[src/rtl/ram_arbiter_pkg.sv]
`default_nettype none
// ram_arbiter_pkg: shared state encodings and RAM control-word bit positions.
// Rev 1.0
package ram_arbiter_pkg;

  localparam logic [1:0] A_STATE_IDLE     = 2'd0;
  localparam logic [1:0] A_STATE_ISSUE    = 2'd1;
  localparam logic [1:0] A_STATE_WAIT_ACK = 2'd2;
  localparam logic [1:0] A_STATE_WAIT_REL = 2'd3;

  localparam int RAM_ACK       = 0;
  localparam int RAM_READ_PIN  = 0;
  localparam int RAM_WRITE_PIN = 1;

endpackage
`default_nettype wire

[src/rtl/ram_arbiter_rr_grant2.sv]
`default_nettype none
// rr_grant2: combinational two-way round-robin picker.
// Rev 1.0
module rr_grant2 (
  input  logic valid0,
  input  logic valid1,
  input  logic last_grant,
  output logic grant_id,
  output logic any_valid
);

  assign any_valid = valid0 | valid1;

  // On contention the port that did not win last time is favoured.
  always_comb begin
    grant_id = 1'b0;
    if (valid0 && valid1) begin
      grant_id = ~last_grant;
    end else if (valid1) begin
      grant_id = 1'b1;
    end
  end

endmodule
`default_nettype wire

[src/rtl/ram_arbiter.sv]
`default_nettype none
// ram_arbiter: two-port round-robin arbiter running the 4-phase RAM pin/ACK handshake.
// Rev 1.0
module ram_arbiter
  import ram_arbiter_pkg::*;
#(
  parameter int ADDR_W  = 32,
  parameter int DATA_W  = 32,
  parameter int TIMEOUT = 1024
) (
  input  logic              clk,
  input  logic              rst,
  input  logic              p0_valid,
  input  logic              p0_we,
  input  logic [ADDR_W-1:0] p0_addr,
  input  logic [DATA_W-1:0] p0_wdata,
  output logic [DATA_W-1:0] p0_rdata,
  output logic              p0_done,
  output logic              p0_err,
  input  logic              p1_valid,
  input  logic              p1_we,
  input  logic [ADDR_W-1:0] p1_addr,
  input  logic [DATA_W-1:0] p1_wdata,
  output logic [DATA_W-1:0] p1_rdata,
  output logic              p1_done,
  output logic              p1_err,
  input  logic [31:0]       ram_ctrl_from_hw,
  output logic [31:0]       ram_ctrl_to_hw,
  output logic [ADDR_W-1:0] addr,
  output logic [DATA_W-1:0] data_to_hw,
  input  logic [DATA_W-1:0] data_from_hw
);

  localparam int              CNT_W   = (TIMEOUT > 2) ? $clog2(TIMEOUT) : 1;
  localparam logic [CNT_W-1:0] CNT_MAX = CNT_W'(TIMEOUT - 1);

  logic [1:0]        state;
  logic [1:0]        next_state;
  logic [CNT_W-1:0]  tcnt;
  logic              last_grant;
  logic              req_port;
  logic              req_we;
  logic [ADDR_W-1:0] req_addr;
  logic [DATA_W-1:0] req_wdata;

  logic        ack;
  logic        grant_id;
  logic        any_valid;
  logic        tmo;
  logic        do_grant;
  logic        do_issue;
  logic        do_capture;
  logic        do_done;
  logic        do_err;
  logic [31:0] pin_word;
  logic        unused_ctrl;

  assign ack         = ram_ctrl_from_hw[RAM_ACK];
  assign tmo         = (tcnt == CNT_MAX);
  assign unused_ctrl = ^ram_ctrl_from_hw;

  rr_grant2 u_rr_grant2 (
    .valid0     (p0_valid),
    .valid1     (p1_valid),
    .last_grant (last_grant),
    .grant_id   (grant_id),
    .any_valid  (any_valid)
  );

  always_ff @(posedge clk or posedge rst) begin
    if (rst) begin
      state <= A_STATE_IDLE;
    end else begin
      state <= next_state;
    end
  end

  // Handshake progress always wins over a timeout landing on the same edge.
  always_comb begin
    next_state = state;
    case (state)
      A_STATE_IDLE:     if (any_valid) next_state = A_STATE_ISSUE;
      A_STATE_ISSUE:    if (!ack) next_state = A_STATE_WAIT_ACK;
                        else if (tmo) next_state = A_STATE_IDLE;
      A_STATE_WAIT_ACK: if (ack) next_state = A_STATE_WAIT_REL;
                        else if (tmo) next_state = A_STATE_IDLE;
      A_STATE_WAIT_REL: if (!ack || tmo) next_state = A_STATE_IDLE;
      default:          next_state = A_STATE_IDLE;
    endcase
  end

  always_comb begin
    do_grant   = (state == A_STATE_IDLE) && any_valid;
    do_issue   = (state == A_STATE_ISSUE) && !ack;
    do_capture = (state == A_STATE_WAIT_ACK) && ack;
    do_done    = (state == A_STATE_WAIT_REL) && !ack;
    do_err     = tmo && (((state == A_STATE_ISSUE) && ack) ||
                         ((state == A_STATE_WAIT_ACK) && !ack) ||
                         ((state == A_STATE_WAIT_REL) && ack));
    pin_word   = '0;
    pin_word[req_we ? RAM_WRITE_PIN : RAM_READ_PIN] = 1'b1;
  end

  always_ff @(posedge clk or posedge rst) begin
    if (rst) begin
      tcnt <= '0;
    end else if ((state == A_STATE_IDLE) || (next_state != state)) begin
      tcnt <= '0;
    end else begin
      tcnt <= tcnt + 1'b1;
    end
  end

  always_ff @(posedge clk or posedge rst) begin
    if (rst) begin
      last_grant     <= 1'b1;
      req_port       <= 1'b0;
      req_we         <= 1'b0;
      req_addr       <= '0;
      req_wdata      <= '0;
      ram_ctrl_to_hw <= '0;
      addr           <= '0;
      data_to_hw     <= '0;
      p0_rdata       <= '0;
      p1_rdata       <= '0;
      p0_done        <= 1'b0;
      p1_done        <= 1'b0;
      p0_err         <= 1'b0;
      p1_err         <= 1'b0;
    end else begin
      p0_done <= 1'b0;
      p1_done <= 1'b0;
      p0_err  <= 1'b0;
      p1_err  <= 1'b0;
      if (do_grant) begin
        req_port   <= grant_id;
        req_we     <= grant_id ? p1_we    : p0_we;
        req_addr   <= grant_id ? p1_addr  : p0_addr;
        req_wdata  <= grant_id ? p1_wdata : p0_wdata;
        last_grant <= grant_id;
      end
      if (do_issue) begin
        addr           <= req_addr;
        ram_ctrl_to_hw <= pin_word;
        if (req_we) begin
          data_to_hw <= req_wdata;
        end
      end
      if (do_capture) begin
        ram_ctrl_to_hw <= '0;
        if (!req_we) begin
          if (req_port) p1_rdata <= data_from_hw;
          else          p0_rdata <= data_from_hw;
        end
      end
      if (do_done) begin
        if (req_port) p1_done <= 1'b1;
        else          p0_done <= 1'b1;
      end
      if (do_err) begin
        ram_ctrl_to_hw <= '0;
        if (req_port) p1_err <= 1'b1;
        else          p0_err <= 1'b1;
      end
    end
  end

endmodule
`default_nettype wire

[config.mk]
export PLATFORM = sky130hd
export DESIGN_NAME = ram_arbiter
export DESIGN_NICKNAME = d
export VERILOG_FILES = /design/src/rtl/ram_arbiter_pkg.sv /design/src/rtl/ram_arbiter_rr_grant2.sv /design/src/rtl/ram_arbiter.sv
export SDC_FILE = /design/constraint.sdc
export NUM_CORES = 1
export LEC_CHECK = 0
export CORE_ASPECT_RATIO = 1.1
export CORE_MARGIN = 2
export CORE_UTILIZATION = 39
export CTS_CLUSTER_DIAMETER = 80
export DETAILED_ROUTE_END_ITERATION = 10
export GPL_ROUTABILITY_DRIVEN = 0
export MAX_ROUTING_LAYER = met4
export PLACE_DENSITY = 0.77
export SLEW_MARGIN = 20
export SYNTH_ARGS = -nofsm -noshare
export SYNTH_HDL_FRONTEND = slang
export SYNTH_HIERARCHICAL = 1
export SYNTH_SLANG_ARGS = --single-unit
[constraint.sdc]
create_clock -name clk -period 22.1 [get_ports clk]
set_input_delay 6.63 -clock clk [delete_from_list [all_inputs] [get_ports clk]]
set_output_delay 6.63 -clock clk [all_outputs]
set_load 0.01 [all_outputs]
* After elaboration in Yosys (flattened, before gate mapping)
Index checks and enable logic that the tools add are counted.
** Storage, ports and cells
- Register bits :: 243
- Input bits :: 198
- Output and inout port bits :: 164
- Word-level logic and storage cells :: 72
** Operators by class
- Add/sub/neg operators :: 1
- $lt $le $gt $ge :: 2
- Eq/ne operators :: 5
- Mux-type cells :: 24
- Bitwise logic cells :: 4
- Reductions and logical operators :: 20
** Operators with widths (count)
- $mux W32 :: 5
- $mux W1 :: 11
- $add A10 B1 Y10 const B :: 1
- $eq A10 B10 Y1 const B :: 1
- $logic_and A1 B1 Y1 :: 10
- $mux W10 :: 1
- $mux W2 :: 5
- $pmux W2 S4 :: 1
- $lt A1 B6 Y1 const B :: 1
- $reduce_and A3 Y1 :: 2
- $demux W1 S5 :: 1
- $eq A2 B2 Y1 const B :: 2
- $logic_or A1 B1 Y1 :: 4
- $not A1 Y1 :: 3
- $reduce_bool A3 Y1 :: 1
- $eq A2 B1 Y1 const B :: 1
- $logic_not A2 Y1 :: 1
- $ne A2 B2 Y1 :: 1
- $reduce_and A2 Y1 :: 1
- $ge A1 B1 Y1 const B :: 1
- $logic_not A1 Y1 :: 1
- $or A1 B1 Y1 :: 1

* Longest topological paths before layout
Gate-level depths: netlist (run 1).
- Depth after elaboration :: 8
- Mapped depth :: 6
- Depth with buffers taken out :: 4

* Hierarchy
The synthesis (run 1) kept the hierarchy.
** By module, submodules not included
- ram_arbiter :: times used 1, cells an instance 679, area each 9082.5 um^2, seq. area each 5331.4 um^2
- rr_grant2 :: times used 1, cells an instance 2, area each 13.8 um^2, seq. area each 0.0 um^2

* Worst setup path after synthesis (run 1)
Ideal clock, no wire load.
- Path kind :: input-to-reg
- Start :: input port ram_ctrl_from_hw[0]
- End :: register data_to_hw[0]
- Setup time :: 0.125 ns
- Arrival :: 7.882 ns
- Required time :: 21.975 ns
- Slack :: 14.093 ns
- Stages on the path :: 6
- Buffers on the path :: 3
- Cell sequence :: buf_2 -> or3b_1 -> buf_6 -> nor2_8 -> buf_12 -> mux2_4
** Between the ends
- Cells in the longest elaborated chain, start to end :: 3
** Ends and longest elaborated chain
- start: declaration :: line ram_arbiter.sv:27 : input logic [31:0] ram_ctrl_from_hw,
- $logic_not A1 Y1 :: line ram_arbiter.sv:94 : do_issue = (state == A_STATE_ISSUE) && !ack;
- $logic_and A1 B1 Y1 :: line ram_arbiter.sv:94
- $reduce_and A2 Y1 (no line)
- end signal: assignment :: line ram_arbiter.sv:146 : data_to_hw <= req_wdata;
- end: declaration :: line ram_arbiter.sv:30 : output logic [DATA_W-1:0] data_to_hw,
Every way passes these cells.
A chain may end at the register's enable or synchronous reset.

==> impl_metrics.xml, run 1 <==
<?xml version="1.0" encoding="UTF-8"?>
<metrics>
  <group name="worst_setup_path">
    <metric name="critical_path_buf_inv_count" unit="">4</metric>
    <metric name="critical_path_start_end_classification" unit="">input pin to asynchronous set/reset pin</metric>
    <metric name="path_cells" unit="">clkdlybuf4s50_1, inv_8, buf_4, buf_4</metric>
    <metric name="timing.rr.end" unit="">last_grant$_DFFE_PP1P_</metric>
    <metric name="cp_data_required_time" unit="ns">22.62</metric>
    <metric name="reg2reg_slack" unit="ns">19.69</metric>
    <metric name="source_of_the_critical_timing_path" unit="">rst</metric>
    <metric name="r2r.worst_path.cells" unit="">4</metric>
    <metric name="cp_num_cells" unit="">4</metric>
    <metric name="crit-reg2reg-launch" unit="">state[0]$_DFF_PP0_</metric>
    <metric name="worstPathArrival" unit="ns">9.20</metric>
    <metric name="worstPathMaxFanout" unit="">86</metric>
    <metric name="critPathMaxStageDelay" unit="ns">0.76</metric>
    <metric name="worst_path_most_repeated_cell" unit="">buf_4</metric>
    <metric name="cp-start-kind" unit="">input pin</metric>
    <metric name="critical_path.endpoint_type" unit="">asynchronous set/reset pin</metric>
    <metric name="crit_family" unit="">buffers and inverters</metric>
    <metric name="critPathCapture" unit="">p0_rdata[29]$_DFFE_PP0P_</metric>
    <metric name="cp_slowest_cell" unit="">buf_4</metric>
  </group>
  <group name="pwr">
    <metric name="p_comb_share" unit="%">39.1</metric>
    <metric name="net-switching-power" unit="uW">515.6</metric>
    <metric name="p_per_area" unit="nW/um^2">133.1</metric>
    <metric name="p_sw_share" unit="%">29.95</metric>
    <metric name="power_leakage" unit="nW">5.473</metric>
    <metric name="vdd_ir_drop_max" unit="mV">0.06791</metric>
    <metric name="internal-power" unit="mW">1.206</metric>
    <metric name="clkPwrFrac" unit="%">21.4</metric>
    <metric name="seqPwrFrac" unit="%">39.5</metric>
  </group>
  <group name="min_path">
    <metric name="min-delay-path-class" unit="">flop to flop</metric>
  </group>
  <group name="final_layout">
    <metric name="area_growth" unit="%">42.23</metric>
    <metric name="final_cell_count_no_fill" unit="">1288</metric>
    <metric name="n_antenna_cell" unit="">0</metric>
    <metric name="final_layout_size_suffix_gt1_share" unit="%">18.22</metric>
    <metric name="n_fill_cell" unit="">1949</metric>
    <metric name="finish.net_count" unit="">1173</metric>
    <metric name="total_area_of_sequential_cells" unit="sq um">5331</metric>
    <metric name="multi_input_area" unit="sq um">3391</metric>
  </group>
  <group name="yosys">
    <metric name="synth_seq_area_share" unit="%">58.61</metric>
    <metric name="ys.flop_type" unit="">dfrtp_1</metric>
    <metric name="synth_cell_types" unit="">48</metric>
    <metric name="compound_gate_portion_of_the_synthesized_area" unit="%">5.144</metric>
    <metric name="synth_most_common_cell" unit="">dfrtp_1</metric>
    <metric name="post_synth.cell_area_avg" unit="sq um">13.36</metric>
    <metric name="netlist_top_cells_area" unit="">dfrtp_1, mux2_2, mux2i_1</metric>
    <metric name="synth_top_family_by_area" unit="">multiplexers</metric>
    <metric name="postSynthCellCount" unit="">681</metric>
    <metric name="synth.cell_area" unit="sq um">9096</metric>
    <metric name="synth-edff-count" unit="">0</metric>
    <metric name="netlist_top_cells_count" unit="">dfrtp_1, mux2_2, nor2_1, a21oi_1, mux2i_1</metric>
    <metric name="synthMuxAreaShare" unit="%">24.48</metric>
    <metric name="fraction_of_registers_with_async_set_reset" unit="%">100.0</metric>
    <metric name="synth_simple_gate_area_share" unit="%">5.708</metric>
    <metric name="yosys.area_share.xor_xnor" unit="%">0.2889</metric>
    <metric name="synth.top_cell.area_share" unit="%">58.32</metric>
    <metric name="synth_warnings" unit="">6</metric>
    <metric name="synth.largest_area_cell" unit="">dfrtp_1</metric>
    <metric name="synth_fa_ha_area_share" unit="%">0.1376</metric>
    <metric name="synth-seq-cells" unit="">213</metric>
  </group>
  <group name="clock_tree">
    <metric name="cts_setup_buffers" unit="">0</metric>
    <metric name="resized_after_cts" unit="">0</metric>
    <metric name="cts_tree" unit="">yes</metric>
    <metric name="clk_path_buf_depth" unit="">3</metric>
    <metric name="path_clk_slew" unit="ns">0.06</metric>
    <metric name="cts_hold_repair.buffers" unit="">0</metric>
    <metric name="worst_skew_pair.late_latency" unit="ns">0.49</metric>
    <metric name="cts_root_buf" unit="">clkbuf_16</metric>
    <metric name="cts_max_level" unit="">1</metric>
    <metric name="numCtsBuffers" unit="">22</metric>
    <metric name="cts_sinks" unit="">213</metric>
  </group>
  <group name="global_route">
    <metric name="top_usage_layer" unit="">met2</metric>
    <metric name="grt.total_usage" unit="%">17.10</metric>
    <metric name="pin_count_of_the_biggest_net_entering_global_routing" unit="">87</metric>
    <metric name="grtUsageMet3" unit="%">4.167</metric>
    <metric name="grt_use_met1" unit="%">19.96</metric>
    <metric name="grt_first_pass_wirelength" unit="um">32530</metric>
    <metric name="grt_use_met2" unit="%">29.59</metric>
    <metric name="grt_pass1_vias" unit="">6318</metric>
    <metric name="antenna_found_initial" unit="">0</metric>
    <metric name="global_route.overflow_total" unit="">0</metric>
  </group>
  <group name="sta">
    <metric name="hold_viol" unit="">0</metric>
    <metric name="fmaxAchievable" unit="MHz">115.2</metric>
    <metric name="final_max_slew_violation_count" unit="">0</metric>
    <metric name="totalNegativeSetupSlack" unit="ns">0</metric>
    <metric name="rsz0062_at_grt" unit="">no</metric>
    <metric name="timing.final.ws_setup" unit="ns">13.42</metric>
    <metric name="finish_stage_setup_viols" unit="">0</metric>
    <metric name="clock_skew" unit="ns">0.009996</metric>
    <metric name="post-route-period-util" unit="%">39.27</metric>
    <metric name="post-route-min-period" unit="ns">8.679</metric>
    <metric name="max_slew_headroom" unit="%">44.16</metric>
    <metric name="worstMarginPinSlew" unit="ns">0.8375</metric>
  </group>
  <group name="floorplanning">
    <metric name="ioPinCount" unit="">362</metric>
    <metric name="total_die_area" unit="sq um">24560</metric>
    <metric name="floorplan.rows" unit="">58</metric>
    <metric name="die_h" unit="um">164.2</metric>
    <metric name="floorplan.core_area" unit="sq um">22860</metric>
    <metric name="dieWidth" unit="um">149.6</metric>
    <metric name="initial_utilization" unit="%">39.79</metric>
  </group>
  <group name="drt">
    <metric name="wire_per_inst" unit="um">16.39</metric>
    <metric name="drtPass1Iterations" unit="">4</metric>
    <metric name="vias_per_cell" unit="">4.816</metric>
    <metric name="initialDrtViolationCount" unit="">172</metric>
    <metric name="vias" unit="">6203</metric>
    <metric name="routed_wl" unit="um">21110</metric>
    <metric name="drtAntennaViolNets" unit="">0</metric>
    <metric name="detail_route.drc_violations" unit="">0</metric>
  </group>
  <group name="outcome">
    <metric name="run_status" unit="">finished clean</metric>
  </group>
  <group name="run">
    <metric name="maxCapViolations" unit="">0</metric>
  </group>
  <group name="placed_design">
    <metric name="io_buffer_count" unit="">300</metric>
    <metric name="place_hpwl" unit="um">14850</metric>
    <metric name="pre_cts_ws" unit="ns">12.75</metric>
    <metric name="dpl.cell_count" unit="">1249</metric>
  </group>
</metrics>
[cell usage in the layout, fill, tap and decap left out, types with 3 or more instances in the layout]
master,count
inv_1,3
nor2_1,69
or3_1,4
nand2_1,6
nand3_1,4
buf_4,8
nor3_1,3
mux2_4,30
mux2_2,99
clkbuf_1,5
nor3b_1,4
dfrtp_1,212
clkbuf_16,23
nand4_1,3
clkdlybuf4s50_1,300
o21ai_0,5
a21oi_1,67
clkbuf_8,6
and2_1,3
mux2i_1,65
conb_1,30
[through the flow]
stage               instance area [sq um]  util [%]  total power, mW  hold WS (ns)
floorplan                            9205         -            1.024        0.4612
global placement                    12180     53.27            1.344        0.4711
detailed placement                  12180     53.27            1.368        0.4819
CTS                                 12900     56.45            1.747        0.4962
global route                        12940     56.60            1.828        0.5129
finish                              12940     56.60            1.722        0.4919
[power groups by stage]
| stage | combinational [mW] | clock (mW) | sequential (mW) |
|---|---|---|---|
| finish | 0.674 | 0.368 | 0.680 |
| global route | 0.728 | 0.396 | 0.704 |
| global placement | 0.668 | 0 | 0.676 |
| detailed placement | 0.681 | 0 | 0.688 |
| CTS | 0.684 | 0.380 | 0.683 |
| floorplan | 0.303 | 0 | 0.722 |
[final cells by class]
| cell class | count | share of cell area, % |
|---|---|---|
| Multi-Input combinational cell | 424 | 26.21 |
| Tap cell | 300 | 2.901 |
| Inverter | 4 | 0.1741 |
| Clock inverter | 4 | 0.3868 |
| Clock buffer | 34 | 5.232 |
| Timing Repair Buffer | 309 | 23.89 |
| Sequential cell | 213 | 41.21 |
[metal layers]
layer	wire, um	vias up
met5	0	-
met4	444	0
met3	1810	33
met2	10530	238
met1	8331	3021
li1	-	2911
[registers in the layout, indices dropped and copies added (netlist names)]
| signal | count |
|---|---|
| addr | 32 |
| data_to_hw | 32 |
| last_grant | 1 |
| p0_done | 1 |
| p0_err | 1 |
| p0_rdata | 32 |
| p1_done | 1 |
| p1_err | 1 |
| p1_rdata | 32 |
| ram_ctrl_to_hw | 2 |
| req_addr | 32 |
| req_port | 1 |
| req_wdata | 32 |
| req_we | 1 |
| state | 2 |
| tcnt | 10 |
[logic make-up (layout without fill, tap and decap cells)]
family	Yosys count	in the layout
fa+ha+maj	1	1
xor+xnor	3	3
mux	195	195
other cells	1	30
buf+inv	73	351
simple gates	109	109
compound gates	86	86
flops	213	213
[worst min-delay path by stage]
stage | startpoint | to | slack, ns | depth (start not counted)
CTS | p0_rdata[22]$_DFFE_PP0P_ | p0_rdata[22]$_DFFE_PP0P_ | 0.50 | 1
global route | p1_rdata[2]$_DFFE_PP0P_ | p1_rdata[2]$_DFFE_PP0P_ | 0.51 | 1
finish | p0_rdata[22]$_DFFE_PP0P_ | p0_rdata[22]$_DFFE_PP0P_ | 0.49 | 1
global placement | p0_rdata[22]$_DFFE_PP0P_ | p0_rdata[22]$_DFFE_PP0P_ | 0.47 | 1
detailed placement | p0_rdata[22]$_DFFE_PP0P_ | p0_rdata[22]$_DFFE_PP0P_ | 0.48 | 1
floorplan | tcnt[9]$_DFF_PP0_ | tcnt[9]$_DFF_PP0_ | 0.46 | 1
Power figures use the tool's default switching activity.
==> run 2, diff against run 1 <==
==> constraint.sdc (replaced) <==
create_clock -name clk -period 9 [get_ports clk]
set_input_delay 2.7 -clock clk [delete_from_list [all_inputs] [get_ports clk]]
set_output_delay 2.7 -clock clk [all_outputs]
set_load 0.01 [all_outputs]
==> impl_metrics.xml, run 2 (synthesis results as in run 1) <==
<?xml version="1.0" encoding="UTF-8"?>
<metrics>
  <group name="outcome">
    <metric name="run_status" unit="">finished clean</metric>
  </group>
  <group name="worst_setup_path">
    <metric name="timing.rr.end" unit="">last_grant$_DFFE_PP1P_</metric>
    <metric name="critical_path_start_end_classification" unit="">input pin to flop</metric>
    <metric name="worstPathArrival" unit="ns">5.23</metric>
    <metric name="worst_path_most_repeated_cell" unit="">buf_4</metric>
    <metric name="path_cells" unit="">clkdlybuf4s50_1, or2_1, nor3b_4, buf_4, buf_4, mux2_2</metric>
    <metric name="r2r.worst_path.cells" unit="">4</metric>
    <metric name="critPathMaxStageDelay" unit="ns">0.71</metric>
    <metric name="cp_num_cells" unit="">6</metric>
    <metric name="reg2reg_slack" unit="ns">6.54</metric>
    <metric name="cp-start-kind" unit="">input pin</metric>
    <metric name="critical_path_buf_inv_count" unit="">3</metric>
    <metric name="cp_slowest_cell" unit="">buf_4</metric>
    <metric name="crit-reg2reg-launch" unit="">state[0]$_DFF_PP0_</metric>
    <metric name="critical_path.endpoint_type" unit="">flop</metric>
    <metric name="crit_family" unit="">buffers and inverters</metric>
    <metric name="worstPathMaxFanout" unit="">77</metric>
    <metric name="cp_data_required_time" unit="ns">9.43</metric>
  </group>
  <group name="sta">
    <metric name="timing.final.ws_setup" unit="ns">4.200</metric>
    <metric name="post-route-period-util" unit="%">53.33</metric>
    <metric name="worstMarginPinSlew" unit="ns">0.8383</metric>
    <metric name="finish_stage_setup_viols" unit="">0</metric>
    <metric name="totalNegativeSetupSlack" unit="ns">0</metric>
    <metric name="hold_viol" unit="">0</metric>
    <metric name="rsz0062_at_grt" unit="">no</metric>
    <metric name="max_slew_headroom" unit="%">44.11</metric>
    <metric name="clock_skew" unit="ns">0.005134</metric>
    <metric name="post-route-min-period" unit="ns">4.800</metric>
    <metric name="fmaxAchievable" unit="MHz">208.3</metric>
    <metric name="final_max_slew_violation_count" unit="">0</metric>
  </group>
  <group name="min_path">
    <metric name="min-delay-path-class" unit="">flop to flop</metric>
    <metric name="worstHoldEndpoint" unit="">p0_rdata[22]$_DFFE_PP0P_</metric>
    <metric name="worst_hold_startpoint" unit="">p0_rdata[22]$_DFFE_PP0P_</metric>
    <metric name="timing.hold.worst_path_depth" unit="">1</metric>
  </group>
  <group name="pwr">
    <metric name="power_leakage" unit="nW">5.520</metric>
    <metric name="vdd_ir_drop_max" unit="mV">0.1404</metric>
    <metric name="p_per_area" unit="nW/um^2">335.3</metric>
    <metric name="design_power_total" unit="mW">4.370</metric>
  </group>
  <group name="drt">
    <metric name="vias" unit="">6151</metric>
    <metric name="wire_per_inst" unit="um">16.47</metric>
    <metric name="drtAntennaViolNets" unit="">0</metric>
    <metric name="initialDrtViolationCount" unit="">219</metric>
    <metric name="routed_wl" unit="um">21230</metric>
    <metric name="vias_per_cell" unit="">4.772</metric>
    <metric name="detail_route.drc_violations" unit="">0</metric>
    <metric name="drtPass1Iterations" unit="">4</metric>
  </group>
  <group name="floorplanning">
    <metric name="ioPinCount" unit="">362</metric>
    <metric name="die_h" unit="um">164.2</metric>
    <metric name="total_die_area" unit="sq um">24560</metric>
    <metric name="floorplan.rows" unit="">58</metric>
    <metric name="initial_utilization" unit="%">39.79</metric>
    <metric name="dieWidth" unit="um">149.6</metric>
    <metric name="floorplan.core_area" unit="sq um">22860</metric>
  </group>
  <group name="global_route">
    <metric name="grt.total_usage" unit="%">17.52</metric>
    <metric name="global_route.overflow_total" unit="">0</metric>
    <metric name="grt_pass1_vias" unit="">6250</metric>
    <metric name="antenna_found_initial" unit="">0</metric>
    <metric name="pin_count_of_the_biggest_net_entering_global_routing" unit="">150</metric>
    <metric name="grt_first_pass_wirelength" unit="um">33110</metric>
  </group>
  <group name="clock_tree">
    <metric name="path_clk_slew" unit="ns">0.06</metric>
    <metric name="cts_tree" unit="">yes</metric>
    <metric name="worst_skew_pair.late_latency" unit="ns">0.50</metric>
    <metric name="numCtsBuffers" unit="">22</metric>
    <metric name="resized_after_cts" unit="">0</metric>
    <metric name="cts_root_buf" unit="">clkbuf_16</metric>
    <metric name="cts_setup_buffers" unit="">0</metric>
    <metric name="cts_max_level" unit="">1</metric>
    <metric name="clk_path_buf_depth" unit="">3</metric>
    <metric name="cts_sinks" unit="">213</metric>
    <metric name="cts_hold_repair.buffers" unit="">0</metric>
  </group>
  <group name="run">
    <metric name="maxCapViolations" unit="">0</metric>
  </group>
  <group name="final_layout">
    <metric name="n_fill_cell" unit="">1922</metric>
    <metric name="final_layout_size_suffix_gt1_share" unit="%">18.40</metric>
    <metric name="layout_commonest_cell" unit="">clkdlybuf4s50_1</metric>
    <metric name="area_growth" unit="%">43.27</metric>
    <metric name="total_area_of_sequential_cells" unit="sq um">5331</metric>
    <metric name="layout.cells.most_common_list" unit="">clkdlybuf4s50_1, dfrtp_1, mux2_2</metric>
    <metric name="finish.net_count" unit="">1172</metric>
    <metric name="n_antenna_cell" unit="">0</metric>
    <metric name="multi_input_area" unit="sq um">3391</metric>
  </group>
  <group name="placed_design">
    <metric name="pre_cts_ws" unit="ns">3.666</metric>
    <metric name="io_buffer_count" unit="">300</metric>
    <metric name="place_hpwl" unit="um">15110</metric>
  </group>
</metrics>
run 2: changes by cell type in the layout (fill, tap and decap cells not counted), sizes merged:
cell,delta
buf,-1
clkinvlp,-1
inv,-1
bufinv,+4
run 2: final cells by class:
class | count | share of cell area (%)
Clock inverter | 6 | 1.210
Inverter | 4 | 0.2112
Clock buffer | 34 | 5.271
Timing Repair Buffer | 308 | 23.50
Multi-Input combinational cell | 424 | 26.02
Tap cell | 300 | 2.880
Sequential cell | 213 | 40.91
run 2: power by group:
part / switching, mW / leakage, nW / internal, mW
Clock: 0.369 / 0.409 / 0.667
Sequential: 0.256 / 2.50 / 1.42
Combinational: 0.663 / 2.61 / 0.999
Total: 1.29 / 5.52 / 3.08
run 2: how the worst max path moves through the flow:
stage | start | to | slack, ns
floorplan | rst | addr[0]$_DFFE_PP0P_ | 0.48
finish | p0_valid | last_grant$_DFFE_PP1P_ | 4.20
global route | p0_valid | last_grant$_DFFE_PP1P_ | 4.02
detailed placement | p0_valid | last_grant$_DFFE_PP1P_ | 3.67
global placement | p0_valid | last_grant$_DFFE_PP1P_ | 3.68
CTS | p0_valid | last_grant$_DFFE_PP1P_ | 4.19
run 2: routing by layer:
layer	wire length [um]	up-vias	part of all wire [%]	GRT usage, %
met4	376	0	1.8	3.896
met2	10640	243	50	29.38
met5	0	-	0	-
met3	2024	27	9.5	4.889
met1	8187	2988	39	21.14
li1	-	2893	-	-
run 2: through the flow:
step	cell area [sq um]	hold WS [ns]	utilization, %	instances
final	13030	0.4905	57.01	1289
after CTS	13020	0.4956	56.97	1289
after global placement	12180	0.4709	53.27	1249
after floorplan	9205	0.4612	-	710
after global routing	13030	0.5050	57.01	1289
after detailed placement	12180	0.4819	53.27	1249
